**config.mk**
```make
export PLATFORM = sky130hd
export DESIGN_NAME = rsa_modexp
export DESIGN_NICKNAME = d
export VERILOG_FILES = /design/src/rtl/rsa_modexp_pkg.sv /design/src/rtl/rsa_modmul.sv /design/src/rtl/rsa_modexp.sv
export SDC_FILE = /design/constraint.sdc
export NUM_CORES = 1
export LEC_CHECK = 0
export ABC_AREA = 1
export CORE_MARGIN = 4
export CORE_UTILIZATION = 50
export DETAILED_ROUTE_END_ITERATION = 6
export PLACE_DENSITY = 0.78
export SYNTH_ARGS = -nofsm -noshare
export SYNTH_HDL_FRONTEND = slang
export SYNTH_SLANG_ARGS = --single-unit
```
**constraint.sdc**
```tcl
create_clock -name clk -period 4.5 [get_ports clk]
set_input_delay 0.9 -clock clk [delete_from_list [all_inputs] [get_ports clk]]
set_output_delay 0.9 -clock clk [all_outputs]
set_load 0.05 [all_outputs]
```
**src/rtl/rsa_modexp_pkg.sv**
```systemverilog
// Shared definitions for the modular-exponentiation engine: FSM state
// encodings and the fixed modular-multiply latency. The testbench reuses them.
package rsa_modexp_pkg;

    typedef enum logic [2:0] {
        StIdle = 3'd0,
        StLoad = 3'd1,
        StSqr  = 3'd2,
        StMul  = 3'd3,
        StNext = 3'd4,
        StFin  = 3'd5
    } state_e;

    // Cycles per modular multiply: 1 start, one per operand bit, 1 writeback.
    function automatic int unsigned mm_lat(input int unsigned width);
        return width + 2;
    endfunction

endpackage

```
**src/rtl/rsa_modmul.sv**
```systemverilog
// Interleaved shift-add modular multiplier: P = A*B mod N, MSB first.
// A pulse on go latches the operands; ready pulses with P valid after a
// fixed mm_lat(WIDTH) cycles counted from the go cycle inclusive.
// Requires B < N so the partial product stays below 3N.
module rsa_modmul
    import rsa_modexp_pkg::*;
#(
    parameter int unsigned WIDTH = 6
) (
    input  logic             clk,
    input  logic             reset,
    input  logic             go,
    input  logic [WIDTH-1:0] A,
    input  logic [WIDTH-1:0] B,
    input  logic [WIDTH-1:0] N,
    output logic [WIDTH-1:0] P,
    output logic             ready
);

    localparam int unsigned CntW = (WIDTH > 1) ? $clog2(WIDTH) : 1;

    logic [WIDTH-1:0] a_q, a_d, b_q, b_d, n_q, n_d, p_q, p_d;
    logic [CntW-1:0]  cnt_q, cnt_d;
    logic             run_q, run_d, ready_q, ready_d;
    logic [WIDTH+1:0] n_ext, p_acc, p_sub1;
    logic [WIDTH-1:0] p_step;

    // One iteration: P = 2P + A[j]*B, then up to two subtractions of N.
    always_comb begin
        n_ext  = {2'b00, n_q};
        p_acc  = {1'b0, p_q, 1'b0} + (a_q[cnt_q] ? {2'b00, b_q} : '0);
        p_sub1 = (p_acc >= n_ext) ? (p_acc - n_ext) : p_acc;
        // p_sub1 < 2N here, so the low WIDTH bits suffice for the final step
        p_step = (p_sub1 >= n_ext) ? (p_sub1[WIDTH-1:0] - n_q) : p_sub1[WIDTH-1:0];
    end

    // Next-state: load on go, iterate while running, pulse ready at the end.
    always_comb begin
        a_d     = a_q;
        b_d     = b_q;
        n_d     = n_q;
        p_d     = p_q;
        cnt_d   = cnt_q;
        run_d   = run_q;
        ready_d = 1'b0;
        if (go) begin
            a_d   = A;
            b_d   = B;
            n_d   = N;
            p_d   = '0;
            cnt_d = CntW'(WIDTH - 1);
            run_d = 1'b1;
        end else if (run_q) begin
            p_d = p_step;
            if (cnt_q == '0) begin
                run_d   = 1'b0;
                ready_d = 1'b1;
            end else begin
                cnt_d = cnt_q - CntW'(1);
            end
        end
    end

    // Multiplier state registers.
    always_ff @(posedge clk or posedge reset) begin
        if (reset) begin
            a_q     <= '0;
            b_q     <= '0;
            n_q     <= '0;
            p_q     <= '0;
            cnt_q   <= '0;
            run_q   <= 1'b0;
            ready_q <= 1'b0;
        end else begin
            a_q     <= a_d;
            b_q     <= b_d;
            n_q     <= n_d;
            p_q     <= p_d;
            cnt_q   <= cnt_d;
            run_q   <= run_d;
            ready_q <= ready_d;
        end
    end

    assign P     = p_q;
    assign ready = ready_q;

endmodule

```
**src/rtl/rsa_modexp.sv**
```systemverilog
// Modular exponentiation Result = Data^Key mod N, left-to-right
// square-and-multiply over all KEY_W key bits (no leading-zero skip, so the
// latency depends only on popcount(Key)). One rsa_modmul is time-shared
// between squaring and multiplying.
// Optional feature macro RSA_ARG_CHECK_EN: adds the Error port and rejects
// N < 2 or Data >= N with Result = 0 after a two-cycle latency.
module rsa_modexp
    import rsa_modexp_pkg::*;
#(
    parameter int unsigned WIDTH = 6,
    parameter int unsigned KEY_W = 6
) (
    input  logic             clk,
    input  logic             reset,
    input  logic             Start,
    input  logic [WIDTH-1:0] Data,
    input  logic [KEY_W-1:0] Key,
    input  logic [WIDTH-1:0] N,
    output logic [WIDTH-1:0] Result,
    output logic             Done,
    output logic             Busy
`ifdef RSA_ARG_CHECK_EN
    ,
    output logic             Error
`endif
);

    localparam int unsigned IdxW = (KEY_W > 1) ? $clog2(KEY_W) : 1;

    state_e           state_q, state_d;
    logic [WIDTH-1:0] acc_q, acc_d, base_q, base_d, n_q, n_d, result_q, result_d;
    logic [KEY_W-1:0] key_q, key_d;
    logic [IdxW-1:0]  idx_q, idx_d;
    logic             pend_q, pend_d;
    logic             mm_go, mm_ready;
    logic [WIDTH-1:0] mm_b, mm_p;
`ifdef RSA_ARG_CHECK_EN
    logic             err_q, err_d;
`endif

    // pend_q marks a multiply in flight so each SQR/MUL issues go only once.
    // NEXT starts the following square itself, which keeps every step at
    // exactly mm_lat cycles including the bit bookkeeping.
    always_comb begin
        state_d  = state_q;
        acc_d    = acc_q;
        base_d   = base_q;
        n_d      = n_q;
        key_d    = key_q;
        idx_d    = idx_q;
        pend_d   = pend_q;
        result_d = result_q;
        mm_go    = 1'b0;
        mm_b     = acc_q;
`ifdef RSA_ARG_CHECK_EN
        err_d    = err_q;
`endif
        unique case (state_q)
            StIdle: begin
                if (Start) begin
                    base_d  = Data;
                    key_d   = Key;
                    n_d     = N;
                    state_d = StLoad;
`ifdef RSA_ARG_CHECK_EN
                    err_d   = (N < WIDTH'(2)) || (Data >= N);
`endif
                end
            end
            StLoad: begin
                acc_d   = WIDTH'(1);
                idx_d   = IdxW'(KEY_W - 1);
                pend_d  = 1'b0;
                state_d = StSqr;
`ifdef RSA_ARG_CHECK_EN
                // Bad operands: fall straight through NEXT (index 0) to FIN
                if (err_q) begin
                    idx_d   = '0;
                    state_d = StNext;
                end
`endif
            end
            StSqr: begin
                if (!pend_q) begin
                    mm_go  = 1'b1;
                    pend_d = 1'b1;
                end else if (mm_ready) begin
                    acc_d   = mm_p;
                    pend_d  = 1'b0;
                    state_d = key_q[idx_q] ? StMul : StNext;
                end
            end
            StMul: begin
                mm_b = base_q;
                if (!pend_q) begin
                    mm_go  = 1'b1;
                    pend_d = 1'b1;
                end else if (mm_ready) begin
                    acc_d   = mm_p;
                    pend_d  = 1'b0;
                    state_d = StNext;
                end
            end
            StNext: begin
                if (idx_q == '0) begin
                    result_d = acc_q;
`ifdef RSA_ARG_CHECK_EN
                    if (err_q) begin
                        result_d = '0;
                    end
`endif
                    state_d = StFin;
                end else begin
                    idx_d   = idx_q - IdxW'(1);
                    mm_go   = 1'b1;
                    pend_d  = 1'b1;
                    state_d = StSqr;
                end
            end
            StFin: begin
                state_d = StIdle;
            end
            default: begin
                state_d = StIdle;
            end
        endcase
    end

    // Engine state and operand registers.
    always_ff @(posedge clk or posedge reset) begin
        if (reset) begin
            state_q  <= StIdle;
            acc_q    <= '0;
            base_q   <= '0;
            n_q      <= '0;
            key_q    <= '0;
            idx_q    <= '0;
            pend_q   <= 1'b0;
            result_q <= '0;
`ifdef RSA_ARG_CHECK_EN
            err_q    <= 1'b0;
`endif
        end else begin
            state_q  <= state_d;
            acc_q    <= acc_d;
            base_q   <= base_d;
            n_q      <= n_d;
            key_q    <= key_d;
            idx_q    <= idx_d;
            pend_q   <= pend_d;
            result_q <= result_d;
`ifdef RSA_ARG_CHECK_EN
            err_q    <= err_d;
`endif
        end
    end

    rsa_modmul #(
        .WIDTH(WIDTH)
    ) u_modmul (
        .clk  (clk),
        .reset(reset),
        .go   (mm_go),
        .A    (acc_q),
        .B    (mm_b),
        .N    (n_q),
        .P    (mm_p),
        .ready(mm_ready)
    );

    assign Result = result_q;
    assign Done   = (state_q == StFin);
    assign Busy   = (state_q != StIdle);
`ifdef RSA_ARG_CHECK_EN
    assign Error  = (state_q == StFin) && err_q;
`endif

endmodule

```
* Yosys cells after proc, flatten, opt, wreduce, memory -nomap -nowiden *
Index checks and enable logic that the tools add are counted.
W data, S select, Z words.

cells by class
  bitwise operators = 0
  div/mod/pow operators = 0
  reductions and logical operators = 16
  equal/unequal tests = 14
  shift-type cells = 0
  muxes and demuxes = 39
  multipliers = 0
  magnitude comparators = 4
  add/sub/neg operators = 5

operators by type and width
  operator               count
  $mux W6                7
  $mux W3                11
  $ge A8 B6 Y1           2
  $pmux W3 S5            1
  $mux W1                13
  $pmux W6 S2            1
  $ne A2 B2 Y1 const B   5
  $reduce_and A2 Y1      5
  $logic_not A3 Y1       3
  $add A7 B8 Y8          1
  $lt A3 B4 Y1 const B   2
  $mux W8                1
  $ne A2 B1 Y1 const B   4
  $sub A8 B6 Y8          1
  $bmux W1 S3            2
  $eq A3 B2 Y1 const B   2
  $eq A3 B3 Y1 const B   2
  $pmux W3 S2            1
  $reduce_bool A2 Y1     3
  $reduce_bool A3 Y1     2
  $sub A3 B1 Y3 const B  2
  $sub A6 B6 Y6          1
  $reduce_and A5 Y1      1
  $eq A3 B1 Y1 const B   1
  other kinds (4)        4

word-level totals
  memories = 0
  logic and storage cells = 93
  latch bits = 0
  output and inout bits = 8
  bits in read-only memories = 0
  input port bits = 21
  register bits = 66
  RAM bits = 0

* Depth between registers and ports, before layout *
  word-level depth = 10
  depth in mapped cells = 36
  gate-level depth less buffers = 36

* Cells and area by module *
Synthesis repeated with hierarchy kept, for this count alone.

second synthesis, totals
  cells, all modules = 485
  area total of the unflattened synthesis = 3921.3 um2

modules (own cells, without submodules)
  module      seq. area each (um2)  instances  cells an instance  area an instance (um2)
  rsa_modmul  725.7                 1          307                2238.4
  rsa_modexp  925.9                 1          178                1682.9

* Worst setup path before layout *
Ideal clock, no wire load.

  path type = reg-to-reg
  from = reg u_modmul.cnt_q[0]
  to = reg u_modmul.p_q[2], in the netlist u_modmul.P[2]
  library setup time = 0.117 ns
  cell stages (with the launch flop) = 35
  required time = 4.383 ns
  data arrival time = 4.272 ns
  path buffers = 0
  setup slack = 0.110 ns
  cell sequence = dfrtp_1 -> a21oi_1 -> o21ai_0 -> nand2_1 -> nand2_1 -> nand2_1 -> inv_1 -> nor2_1 -> ha_1 -> inv_1 -> fa_1 -> clkinv_1 -> nand2_1 -> nand2_1 -> nand2_1 -> nand2_1 -> inv_1 -> ha_1 -> nand2_1 -> inv_1 -> nand2_1 -> nand2_2 -> nor2_4 -> nand3_4 -> nand2_1 -> nand2_1 -> ha_1 -> fa_1 -> o21ai_1 -> o21bai_1 -> a31oi_4 -> nand3_4 -> nand2_1 -> nand3_1 -> nand2_1

on the way
  word-level cells in the longest chain between the ends = 10
  elaborated cells on any way between the ends = 12
  classes of those cells = add/sub (3); order compare (2); mux (7)

ends and longest elaborated chain
  item                                           RTL line          text
  from (decl)                                    rsa_modmul.sv:23  logic [CntW-1:0] cnt_q, cnt_d;
  from (signal assigned)                         rsa_modmul.sv:79  cnt_q <= cnt_d;
  $bmux W1 S3 *                                  rsa_modmul.sv:31  p_acc = {1'b0, p_q, 1'b0} + (a_q[cnt_q] ? {2'b00, b_q} : '0);
  $mux W1 (implied by the code) *                rsa_modmul.sv:31
  $mux W6 *                                      rsa_modmul.sv:31
  $add A7 B8 Y8 *                                rsa_modmul.sv:31
  $sub A8 B6 Y8 or $ge A8 B6 Y1 (tied branches)  rsa_modmul.sv:32  p_sub1 = (p_acc >= n_ext) ? (p_acc - n_ext) : p_acc;
  $mux W8 *                                      rsa_modmul.sv:32
  $ge A8 B6 Y1 or $sub A6 B6 Y6 (tied branches)  rsa_modmul.sv:34  p_step = (p_sub1 >= n_ext) ? (p_sub1[WIDTH-1:0] - n_q) : p_sub1[WIDTH-1:0];
  $mux W6 *                                      rsa_modmul.sv:34
  $mux W6 *                                      rsa_modmul.sv:53  end else if (run_q) begin
  $mux W6 *                                      rsa_modmul.sv:46  if (go) begin
  to (signal assigned)                           rsa_modmul.sv:78  p_q <= p_d;
  to (decl)                                      rsa_modmul.sv:22  logic [WIDTH-1:0] a_q, a_d, b_q, b_d, n_q, n_d, p_q, p_d;

Mark *: on every way between the ends. The rest lies on a longest branch, timed or not. The select of a mux whose other input is x is not followed.
A chain may end at the register's enable or synchronous reset.

* Worst setup path after layout *
  from = reg u_modmul.cnt_q[0]
  to = reg u_modmul.p_q[1], in the netlist u_modmul.P[1]

Same word-level chain as after synthesis.

==> summary.md <==
| Metric | Value |
|---|---|
| Status | finished clean |
| Synth Cell Area | 3948 um^2 |
| Core Util, Final | 0.6313 |
| Hold depth | 1 |
| Core region area | 7687 um^2 |
| Startpoint types | flip-flop |
| # clock sinks | 66 |
| Crit path capture type | flip-flop |
| # rows | 32 |
| Synth Warn # | 0 |
| Gr usage total | 0.1855 |
| Vias in the first global route | 3,238 |
| Synth unique cells | 38 |
| Crit path top cell by count | nand2_1 |
| Num ports | 29 |
| N_diodes | 0 |
| CP required | 4.78 ns |
| Final WS setup | 0.02175 ns |
| Crit path max-delay cell type | dfrtp_2 |
| Avg Cell Area, Syn | 8.453 um^2 |
| Largest net degree at the start of global routing | 35 |
| Initial Utilization | 0.5135 |
| Via count | 3,327 |
| Top cell family by delay on the critical path | simple AND/OR/NAND/NOR gates |
| Post-layout min period | 4.478 ns |
| Most Crowded Layer GR | met2 |
| Fraction of synthesized cell area taken by the top area cell type | 0.4184 |
| Met1 GRT Util | 0.2379 |
| Dpl ws | -0.1399 ns |
| Synthesis-to-layout area growth | 22.95% |
| Fin Setup TNS | 0 ns |
| Final Cycle Share | 0.9952 |
| Clk slew on worst S/H paths | 0.08 ns |
| Register area share after synthesis | 0.4184 |
| WL/cell | 14.44 um |
| Fraction of layout cells with a size suffix above 1 | 0.2282 |
| Post-route ant nets | 0 |
| Setup Viol. Count Final | 0 |
| Worst min-delay path class | reg -> reg |
| First-pass GRT wire length | 14,490 um |
| Drt first pass iters | 5 |
| Levels on crit path | 30 |
| Worst setup startpoint | u_modmul.cnt_q[0] |
| Hold Startpoint | key_q[0] |
| Reg2reg start | u_modmul.cnt_q[0] |
| Final Skew | 0.01074 ns |
| Via/cell ratio | ~5.4 |
| Ranking of synthesized cells by area | dfrtp_1 (42%), nand2_1 (11%), ha_1 (6.7%) |
| CP arrival | 4.76 ns |
| Final WL | between 8000 and 9000 um |
| Fill cells | 624 |
| Slew Viols, Final | 0 |
| Total gr overflow | 0 |
| CP Buf/Inv Count | 5 |
| Die ar. | 9381 um^2 |
| Yosys reg bits | 66 |
| CTS tree | built |
| Final Hold Vio Count | 0 |
| Crit-path max FO | 7 |
| Setup CP Type | reg -> reg |
| Initial DRC count | 238 |
| Worst-margin pin slew | 0.7081 ns |
| DIE WIDTH | 96.86 um |
| Initial antenna violation count | 0 |
| Slew headroom | 0.5273 |
| Number of buffers created by CTS | 9 |
| Max stage delay on crit path | 0.44 ns |
| Global routing usage on met2 | 0.3232 |
| Fmax | 223.3 MHz |
| Port bufs | 28 |
| Met3 GRT Util | 0.03028 |
| DRC | 0 |
| Syn nets | roughly 500 |
| RSZ-0062 raised after global routing | yes |
| # nets final | 557 |
| Total of max-cap violations | 0 |
| Cells after Synth | 467 |
| Yosys top cell by area | dfrtp_1 |
| Cell Area, Placed | approximately 4400 um^2 |
| Dpl hpwl | 6356 um |
| CTS root buffer | clkbuf_8 |
| H-tree depth | 3 |
| Clk_lat worst skew | 0.34 ns |
| Worst r2r path cells | 30 |
| Routability cong. | ~0.93 |
| Final Cell Area | roughly 4900 um^2 |
| Chip height | 96.86 um |
| Clock tree buffer depth | 2 |
-- routing by layer --
metal | up-vias | share of wire
met5 | - | 0
met4 | 0 | 0.014
met3 | 18 | 0.036
met2 | 78 | 0.51
met1 | 1615 | 0.44
li1 | 1616 | -
-- Yosys cell counts (all sizes together) --
cell type / n
a21oi: 12
nor2: 29
o2111ai: 1
a21o: 2
o41ai: 1
nor3: 3
inv: 70
nand3: 27
clkbuf: 3
nand3b: 3
or2: 1
fa: 3
clkinv: 1
buf: 5
mux2: 18
ha: 21
o211ai: 6
dfrtp: 66
xor2: 5
xnor2: 5
nand2b: 1
o22ai: 1
a31oi: 3
nand2: 123
o21bai: 1
nand4: 12
o21ai: 44
-- what timing repair did --
action | CTS | global route
hold buffers | 0 | 0
setup buffers | 2 | 5
endpoints found under the setup margin | 6 | 6
gates resized for setup | 11 | 37
pin swaps | 6 | 23
-- per-stage QoR --
step	hold WS [ns]	std cells
2_1_floorplan	0.4451	467
4_1_cts	0.4918	614
3_5_place_dp	0.4740	596
3_3_place_gp	0.4674	596
6_report	0.4925	619
5_1_grt	0.5046	619
-- flip-flops by register name, indices dropped and copies added (netlist names), 6 cells and up --
signal        flops
Result            6
acc_q             6
base_q            6
key_q             6
n_q               6
u_modmul.P        6
u_modmul.a_q      6
u_modmul.b_q      6
u_modmul.n_q      6
-- worst paths after layout --
path	end	slack [ns]
max	u_modmul.P[1]	0.02
min reg2reg	key_q[0]	0.49
max reg2reg	u_modmul.P[1]	0.02
min	key_q[0]	0.49
max in group asynchronous	u_modmul.cnt_q[0]	2.60
min in group asynchronous	key_q[3]	0.99
-- logic make-up (layout without fill, tap and decap cells) --
group / Yosys count / count (layout) / synth area share
buffers and inverters: 79 / 129 / 0.07670
AO/OA/AOI/OAI: 71 / 71 / 0.1036
multiplexers: 18 / 18 / 0.05135
flip-flops: 66 / 66 / 0.4184
AND/OR/NAND/NOR: 199 / 199 / 0.2460
XOR/XNOR: 10 / 10 / 0.02219
adder cells (fa/ha/maj): 24 / 24 / 0.08178
-- worst register-to-register path: cells and delay by family, from the launching register on --
kind	cells	cell delay (ns)
compound gates	4	0.65
xor+xnor	1	0.29
fa+ha+maj	4	1.12
buf+inv	5	0.53
flops	1	0.44
simple gates	16	1.37
-- final cells by class --
cell class                      count  area [um^2]  share of cell area
Clock buffer                       10        137.6             0.02836
Clock inverter                      6        90.09             0.01856
Inverter                           71        266.5             0.05491
Multi-Input combinational cell    322         2190              0.4511
Sequential cell                    66         1653              0.3406
Tap cell                          102        127.6             0.02630
Timing Repair Buffer               42        389.1             0.08018
-- cell usage in the layout (no fill, tap or decap), types with 3 or more instances in the layout --
cell | synthesis | routed
nand3_4 | 4 | 5
ha_4 | 0 | 6
o21ai_0 | 14 | 13
nand3_2 | 3 | 5
nand3_1 | 20 | 17
clkbuf_8 | 0 | 10
nand3b_1 | 3 | 3
mux2_1 | 10 | 10
xor2_1 | 5 | 4
ha_1 | 21 | 14
inv_1 | 59 | 52
inv_2 | 11 | 19
a21oi_2 | 1 | 3
mux2_2 | 8 | 8
xnor2_1 | 5 | 5
clkdlybuf4s50_1 | 0 | 28
nand4_1 | 12 | 12
a21oi_1 | 11 | 8
nand2_2 | 10 | 20
nor2_2 | 2 | 4
nand2_4 | 2 | 3
nor2_1 | 25 | 23
nand2_1 | 111 | 100
o211ai_1 | 6 | 6
buf_4 | 0 | 13
dfrtp_1 | 66 | 65
o21ai_1 | 30 | 30
Power is not shown: default switching activity piles up to over one toggle a cycle in this logic, so the estimate is an artifact.
